===== config.mk =====
export PLATFORM = sky130hd
export DESIGN_NAME = moore_masked_seq_det_param
export DESIGN_NICKNAME = d
export VERILOG_FILES = /design/src/rtl/moore_masked_seq_det_param.sv
export SDC_FILE = /design/constraint.sdc
export NUM_CORES = 1
export LEC_CHECK = 0
export ABC_AREA = 0
export CAP_MARGIN = 10
export CORE_ASPECT_RATIO = 0.7
export CORE_MARGIN = 5
export CORE_UTILIZATION = 53
export DETAILED_ROUTE_END_ITERATION = 7
export PLACE_DENSITY_LB_ADDON = 0.08
export SKIP_CTS_REPAIR_TIMING = 1
export SLEW_MARGIN = 5
export SYNTH_ARGS = -nofsm -noshare
export SYNTH_HDL_FRONTEND = slang
export SYNTH_SLANG_ARGS = --single-unit
export TNS_END_PERCENT = 1

===== constraint.sdc =====
create_clock -name Clk -period 5.3 [get_ports Clk]
set_input_delay 0.53 -clock Clk [delete_from_list [all_inputs] [get_ports Clk]]
set_output_delay 0.53 -clock Clk [all_outputs]
set_load 0.05 [all_outputs]

===== src/rtl/moore_masked_seq_det_param.sv =====
// Parametrised Moore serial sequence detector with per-bit don't-care mask.
// One serial bit is accepted per clock while En=1. The last PAT_LEN accepted bits form
// the history window CS (MSB = oldest). A match is flagged when the window is full and
// every cared-for bit equals PATTERN. OP is registered, so it is high for the cycle
// after the completing bit was sampled.
//
// Ports:
//   Clk    in   rising-edge clock
//   Rst    in   asynchronous active-low reset
//   In     in   serial data bit
//   En     in   sample enable
//   Ovl    in   1 = overlapping detection, 0 = non-overlapping
//   Clr    in   synchronous clear of Count/Sat (wins over a simultaneous match)
//   OP     out  registered detect pulse
//   Count  out  saturating match counter
//   Sat    out  sticky flag: Count reached all-ones
//   CS     out  history window
//   Fill   out  number of valid bits in the window, 0..PAT_LEN
module moore_masked_seq_det_param #(
  parameter int unsigned          PAT_LEN = 4,
  parameter logic [PAT_LEN-1:0]   PATTERN = 4'b1000,
  parameter logic [PAT_LEN-1:0]   CARE    = 4'b1101,
  parameter int unsigned          CNT_W   = 8,
  localparam int unsigned         FILL_W  = $clog2(PAT_LEN + 1)
) (
  input  logic               Clk,
  input  logic               Rst,
  input  logic               In,
  input  logic               En,
  input  logic               Ovl,
  input  logic               Clr,
  output logic               OP,
  output logic [CNT_W-1:0]   Count,
  output logic               Sat,
  output logic [PAT_LEN-1:0] CS,
  output logic [FILL_W-1:0]  Fill
);

  localparam logic [FILL_W-1:0] FILL_FULL = FILL_W'(PAT_LEN);
  localparam logic [CNT_W-1:0]  CNT_MAX   = '1;

  logic [PAT_LEN-1:0] cs_q, cs_d;
  logic [FILL_W-1:0]  fill_q, fill_d, fill_inc;
  logic [CNT_W-1:0]   count_q, count_d;
  logic               sat_q, sat_d;
  logic               op_q, op_d;
  logic               match;

  // Window, fill and match detection. The compare uses the post-shift window so the
  // completing bit is included on the same edge it is sampled.
  always_comb begin
    cs_d     = cs_q;
    fill_d   = fill_q;
    fill_inc = fill_q;
    match    = 1'b0;
    if (En) begin
      cs_d     = {cs_q[PAT_LEN-2:0], In};
      fill_inc = (fill_q == FILL_FULL) ? FILL_FULL : fill_q + FILL_W'(1);
      match    = (fill_inc == FILL_FULL) && (((cs_d ^ PATTERN) & CARE) == '0);
      // Non-overlapping: discard the consumed bits by emptying the window count;
      // CS itself still shifts so the debug view stays a plain history.
      fill_d   = (match && !Ovl) ? '0 : fill_inc;
    end
    op_d = match;
  end

  // Saturating counter with sticky saturation flag; Clr has priority.
  always_comb begin
    count_d = count_q;
    sat_d   = sat_q;
    if (Clr) begin
      count_d = '0;
      sat_d   = 1'b0;
    end else begin
      if (match && (count_q != CNT_MAX)) begin
        count_d = count_q + CNT_W'(1);
      end
      sat_d = sat_q | (count_d == CNT_MAX);
    end
  end

  always_ff @(posedge Clk or negedge Rst) begin
    if (!Rst) begin
      cs_q    <= '0;
      fill_q  <= '0;
      count_q <= '0;
      sat_q   <= 1'b0;
      op_q    <= 1'b0;
    end else begin
      cs_q    <= cs_d;
      fill_q  <= fill_d;
      count_q <= count_d;
      sat_q   <= sat_d;
      op_q    <= op_d;
    end
  end

  assign OP    = op_q;
  assign Count = count_q;
  assign Sat   = sat_q;
  assign CS    = cs_q;
  assign Fill  = fill_q;

endmodule


# [Yosys cells after proc, flatten, opt, wreduce, memory -nomap -nowiden]
# Cells that the tools add are included.
[classes] n_addsub=2 eq_ne=4 n_mux=7 bitwise_logic=2 n_reduce_logical=5
[op_table] op="$mux 8" count=3
[op_table] op="$add 8x1->8 const B" count=1
[op_table] op="$eq 8x8->1 const B" count=1
[op_table] op="$ne 8x8->1 const B" count=1
[op_table] op="$eq 3x3->1 const B" count=2
[op_table] op="$mux 3" count=2
[op_table] op="$logic_not 4->1" count=1
[op_table] op="$add 3x1->3 const B" count=1
[op_table] op="$logic_and 1x1->1" count=3
[op_table] op="$mux 1" count=2
[op_table] op="$logic_not 1->1" count=1
[op_table] op="$not 1->1" count=1
[op_table] op="$or 1x1->1" count=1
[totals] ff_bits=17 out_inout_bits=17

# [Depth between registers and ports, before layout]
[depth] ltp_word=11 depth_mapped=8 ltp_nobuf=7

# [Worst setup path after synthesis]
# Ideal clock, no wire load.
[synth_path] kind="reg-to-reg" startpoint="register fill_q[0] (netlist: Fill[0])" endpoint="register sat_q (netlist: Sat)" setup_ns=0.092 t_arrival_ns=2.223 required_ns=5.208 path_slack_ns=2.985 path_stages_with_launch=9 period_less_slack_ns=2.315 path_cell_list="dfrtp_1 -> inv_1 -> ha_1 -> nor2b_1 -> o22ai_1 -> buf_2 -> o31ai_1 -> o2111ai_1 -> o31ai_2"
[synth_via] elab_chain_len=11 elab_cells_between_ends=12
[synth_lines] item="start: declaration" line_no="43" text="logic [FILL_W-1:0] fill_q, fill_d, fill_inc;"
[synth_lines] item="start signal: assignment" line_no="91" text="fill_q <= fill_d;"
[synth_lines] item="$add 3x1->3 or $eq 3x3->1 (tied branches)" line_no="58" text="fill_inc = (fill_q == FILL_FULL) ? FILL_FULL : fill_q + FILL_W'(1);"
[synth_lines] item="$mux 3 (*)" line_no="58"
[synth_lines] item="$eq 3x3->1 (*)" line_no="59" text="match = (fill_inc == FILL_FULL) && (((cs_d ^ PATTERN) & CARE) == '0);"
[synth_lines] item="$logic_and 1x1->1 (*)" line_no="59"
[synth_lines] item="$mux 1 (*)" line_no="56" text="if (En) begin"
[synth_lines] item="$logic_and 1x1->1 (*)" line_no="75" text="if (match && (count_q != CNT_MAX)) begin"
[synth_lines] item="$mux 8 (*)" line_no="75"
[synth_lines] item="$mux 8 (*)" line_no="71" text="if (Clr) begin"
[synth_lines] item="$eq 8x8->1 (*)" line_no="78" text="sat_d = sat_q | (count_d == CNT_MAX);"
[synth_lines] item="$or 1x1->1 (*)" line_no="78"
[synth_lines] item="$mux 1 (*)" line_no="71"
[synth_lines] item="named net sat_d" line_no="45" text="logic sat_q, sat_d;"
[synth_lines] item="end signal: assignment" line_no="93" text="sat_q <= sat_d;"
[synth_lines] item="end: declaration" line_no="45"
# The timed path passes the listed nets; every way through them passes the cells marked *. The select of a mux whose other input is x is not followed.
# A chain may end at the register's enable or synchronous reset.

# [Final worst setup path]
[layout_path] startpoint="input En" endpoint="register sat_q (netlist: Sat)"
[layout_via] elab_chain_len=7
[layout_lines] item="start: declaration" line_no="29" text="input logic En,"
[layout_lines] item="$mux 1" line_no="56"
[layout_lines] item="$logic_and 1x1->1" line_no="75"
[layout_lines] item="$mux 8" line_no="75"
[layout_lines] item="$mux 8" line_no="71"
[layout_lines] item="$eq 8x8->1" line_no="78"
[layout_lines] item="$or 1x1->1" line_no="78"
[layout_lines] item="$mux 1" line_no="71"
[layout_lines] item="named net sat_d" line_no="45"
# The timed path passes the listed nets, and every way through them passes these cells. The select of a mux whose other input is x is not followed.

==> impl_metrics.json <==
{
  "nets": 142,
  "slew_violations": 0,
  "synthTopCellsByArea": "dfrtp_1 (41%), nor4_1 (4.2%), ha_1 (3.6%)",
  "crit_path_max_fanout": 13,
  "synth_cells": 112,
  "synthArstFlopShare_pct": 100,
  "powerDensity_mw_per_mm2": 359,
  "syn_to_final_growth_pct": 23.1,
  "wl_per_cell_um": 16.7,
  "grtUsageTotal_pct": 19.5,
  "drc": 0,
  "period_minus_slack_ns": 2.53,
  "tightest_slew_ns": 1.05,
  "grt_overflow": 0,
  "cp_data_arrival_time_ns": 2.74,
  "cts_root_buf": "clkbuf_4",
  "io_buffers": 22,
  "antenna_found_initial": 0,
  "ys_seq_area_share_pct": 40.7,
  "drt_iter0_drc": 63,
  "fin_crit_sh_pct": 47.8,
  "first_pass_iters": 4,
  "io_pins": 23,
  "crit_path_start_kind": "input pin",
  "fmax_ghz": 0.395,
  "start_util_pct": 55.9,
  "synth_common_cells": "dfrtp_1 (17), nor2_1 (9), inv_1 (7), nand2_1 (7), nor4_1 (7)",
  "setup_viol": 0,
  "yosys.area.top_type": "dfrtp_1",
  "synth_most_common_cell": "dfrtp_1",
  "hold_class": "reg2reg",
  "drive_gt1_share_pct": 9.85,
  "routed_wl_mm": 2.57,
  "hold_viol_final": 0,
  "worst_hold_slack_ns": 0.534,
  "setup_tns_ns": 0,
  "synth_ff_type": "dfrtp_1",
  "grt_max_degree": 18,
  "die_h_um": 47.1,
  "clk_pin_slew_ns": 0.09,
  "synth_seq_cells": 17,
  "finalWorstSetupSlack_ns": 2.77,
  "htreeDepth": 1,
  "cap_violations": 0,
  "utilization_pct": 68.8,
  "rows": 13,
  "stdcell_count": 154,
  "tritoncts": "built",
  "rsz0062_at_grt": "false",
  "vias": 957,
  "synth-edff-count": 0,
  "antenna_cells": 0,
  "nFillCells": 146,
  "insertion_delay_ns": 0.29,
  "placed_area_mm2": 0.00126,
  "synth_top_area_share_pct": 40.7,
  "worstPathRequired_ns": 5.51,
  "syn_area_mm2": 0.00104,
  "first_global_vias": 876,
  "yosys_warnings": 0,
  "numCtsBuffers": 3,
  "fp.dieW_um": 63.1,
  "slew_headroom_pct": 30.3,
  "gp_congestion": 0.847,
  "total_leakage_power_nw": 0.485,
  "clkSinkCount": 17,
  "synth_nets": 121,
  "ant_nets": 0,
  "stdcell_area_mm2": 0.00129,
  "fin_skew_ns": 0.00190,
  "dp.cells": 150,
  "avgSynthCellArea_um2": 9.33,
  "clockBufferDepth": 2,
  "status": "finished, final reports clean",
  "ys_types": 44,
  "crit_path_end_kind": "flip-flop",
  "dp_hpwl_mm": 1.84,
  "critical_path_class": "in2reg",
  "ir_drop_mv": 0.361,
  "place_ws_ns": 2.51,
  "total_power_mw": 0.462,
  "grt_pass1_wl_mm": 4.34,
  "fp.coreArea_mm2": 0.00187,
  "die-area_mm2": 0.00297,
  "viasPerCell": 6.21
}
-- worst max-delay path, stage by stage --
cell,delay [ns]
clkdlybuf4s50_1,0.70
nand4_1,0.52
o41ai_1,0.57
o211ai_1,0.18
o31ai_2,0.24
-- logic make-up after synthesis --
family | after synthesis | share of synthesized area (%)
adder cells (fa/ha/maj) | 3 | 3.59
AO/OA/AOI/OAI | 22 | 15.4
XOR/XNOR | 4 | 3.35
AND/OR/NAND/NOR | 49 | 27.1
multiplexers | 4 | 4.19
buffers and inverters | 13 | 5.63
flip-flops | 17 | 40.7
-- layout by cell type (no fill, tap or decap), drive strengths merged --
cell	synthesis	final
clkdlybuf4s50	0	22
dfrtp	17	17
nor2	9	9
inv	7	7
nand2	7	7
nor4	7	7
nand3	6	6
o21ai	5	5
nand4	4	4
clkbuf	2	4
xnor2	3	3
mux2	3	3
ha	3	3
nand2b	2	2
o22ai	2	2
a31oi	2	2
nor3	2	2
nand3b	2	2
a21oi	2	2
and2	2	2
and4	2	2
or4	2	2
o31ai	2	2
nor2b	1	1
a21o	1	1
o41ai	1	1
o22a	1	1
and3b	1	1
and3	1	1
xor2	1	1
mux2i	1	1
o31a	1	1
o21ba	1	1
o211ai	1	1
a41oi	1	1
a211oi	1	1
o2111ai	1	1
nand4b	1	1
-- worst paths after layout --
path / startpoint / endpoint / slack, ns / depth (start not counted)
max in group asynchronous: Rst / Count[1] / 4.16 / 1
min in group asynchronous: Rst / Fill[2] / 0.67 / 1
setup reg to reg: Fill[0] / Sat / 2.78 / 7
hold / removal: CS[3] / CS[3] / 0.53 / 2
setup / recovery: En / Sat / 2.77 / 5
hold reg to reg: CS[3] / CS[3] / 0.53 / 2
-- layer usage --
metal,track usage [%],wire (um),vias up
met2,29.4,1130,53
li1,-,-,455
met4,8.47,29,0
met3,5.74,194,4
met1,26.6,1220,445
met5,0,0,-
-- report_power, final --
part / switching (mW) / internal, mW / total, mW
logic: 0.154 / 0.0731 / 0.227
registers: 0.0202 / 0.146 / 0.167
clock network: 0.0395 / 0.0293 / 0.0688
-- cell type report --
cell class,instances,area (um2),share of cell area [%]
Multi-Input combinational cell,82,561,43.6
Sequential cell,17,425,33.1
Timing Repair Buffer,22,220,17.1
Tap cell,22,27.5,2.14
Clock buffer,4,26.3,2.04
Inverter,7,26.3,2.04
-- flip-flops by register name (all words and copies together), names as in the netlist --
| name | flops |
|---|---|
| OP | 1 |
| Fill | 3 |
| CS | 4 |
| Count | 8 |
| Sat | 1 |
(Power assumes the default switching activity.)
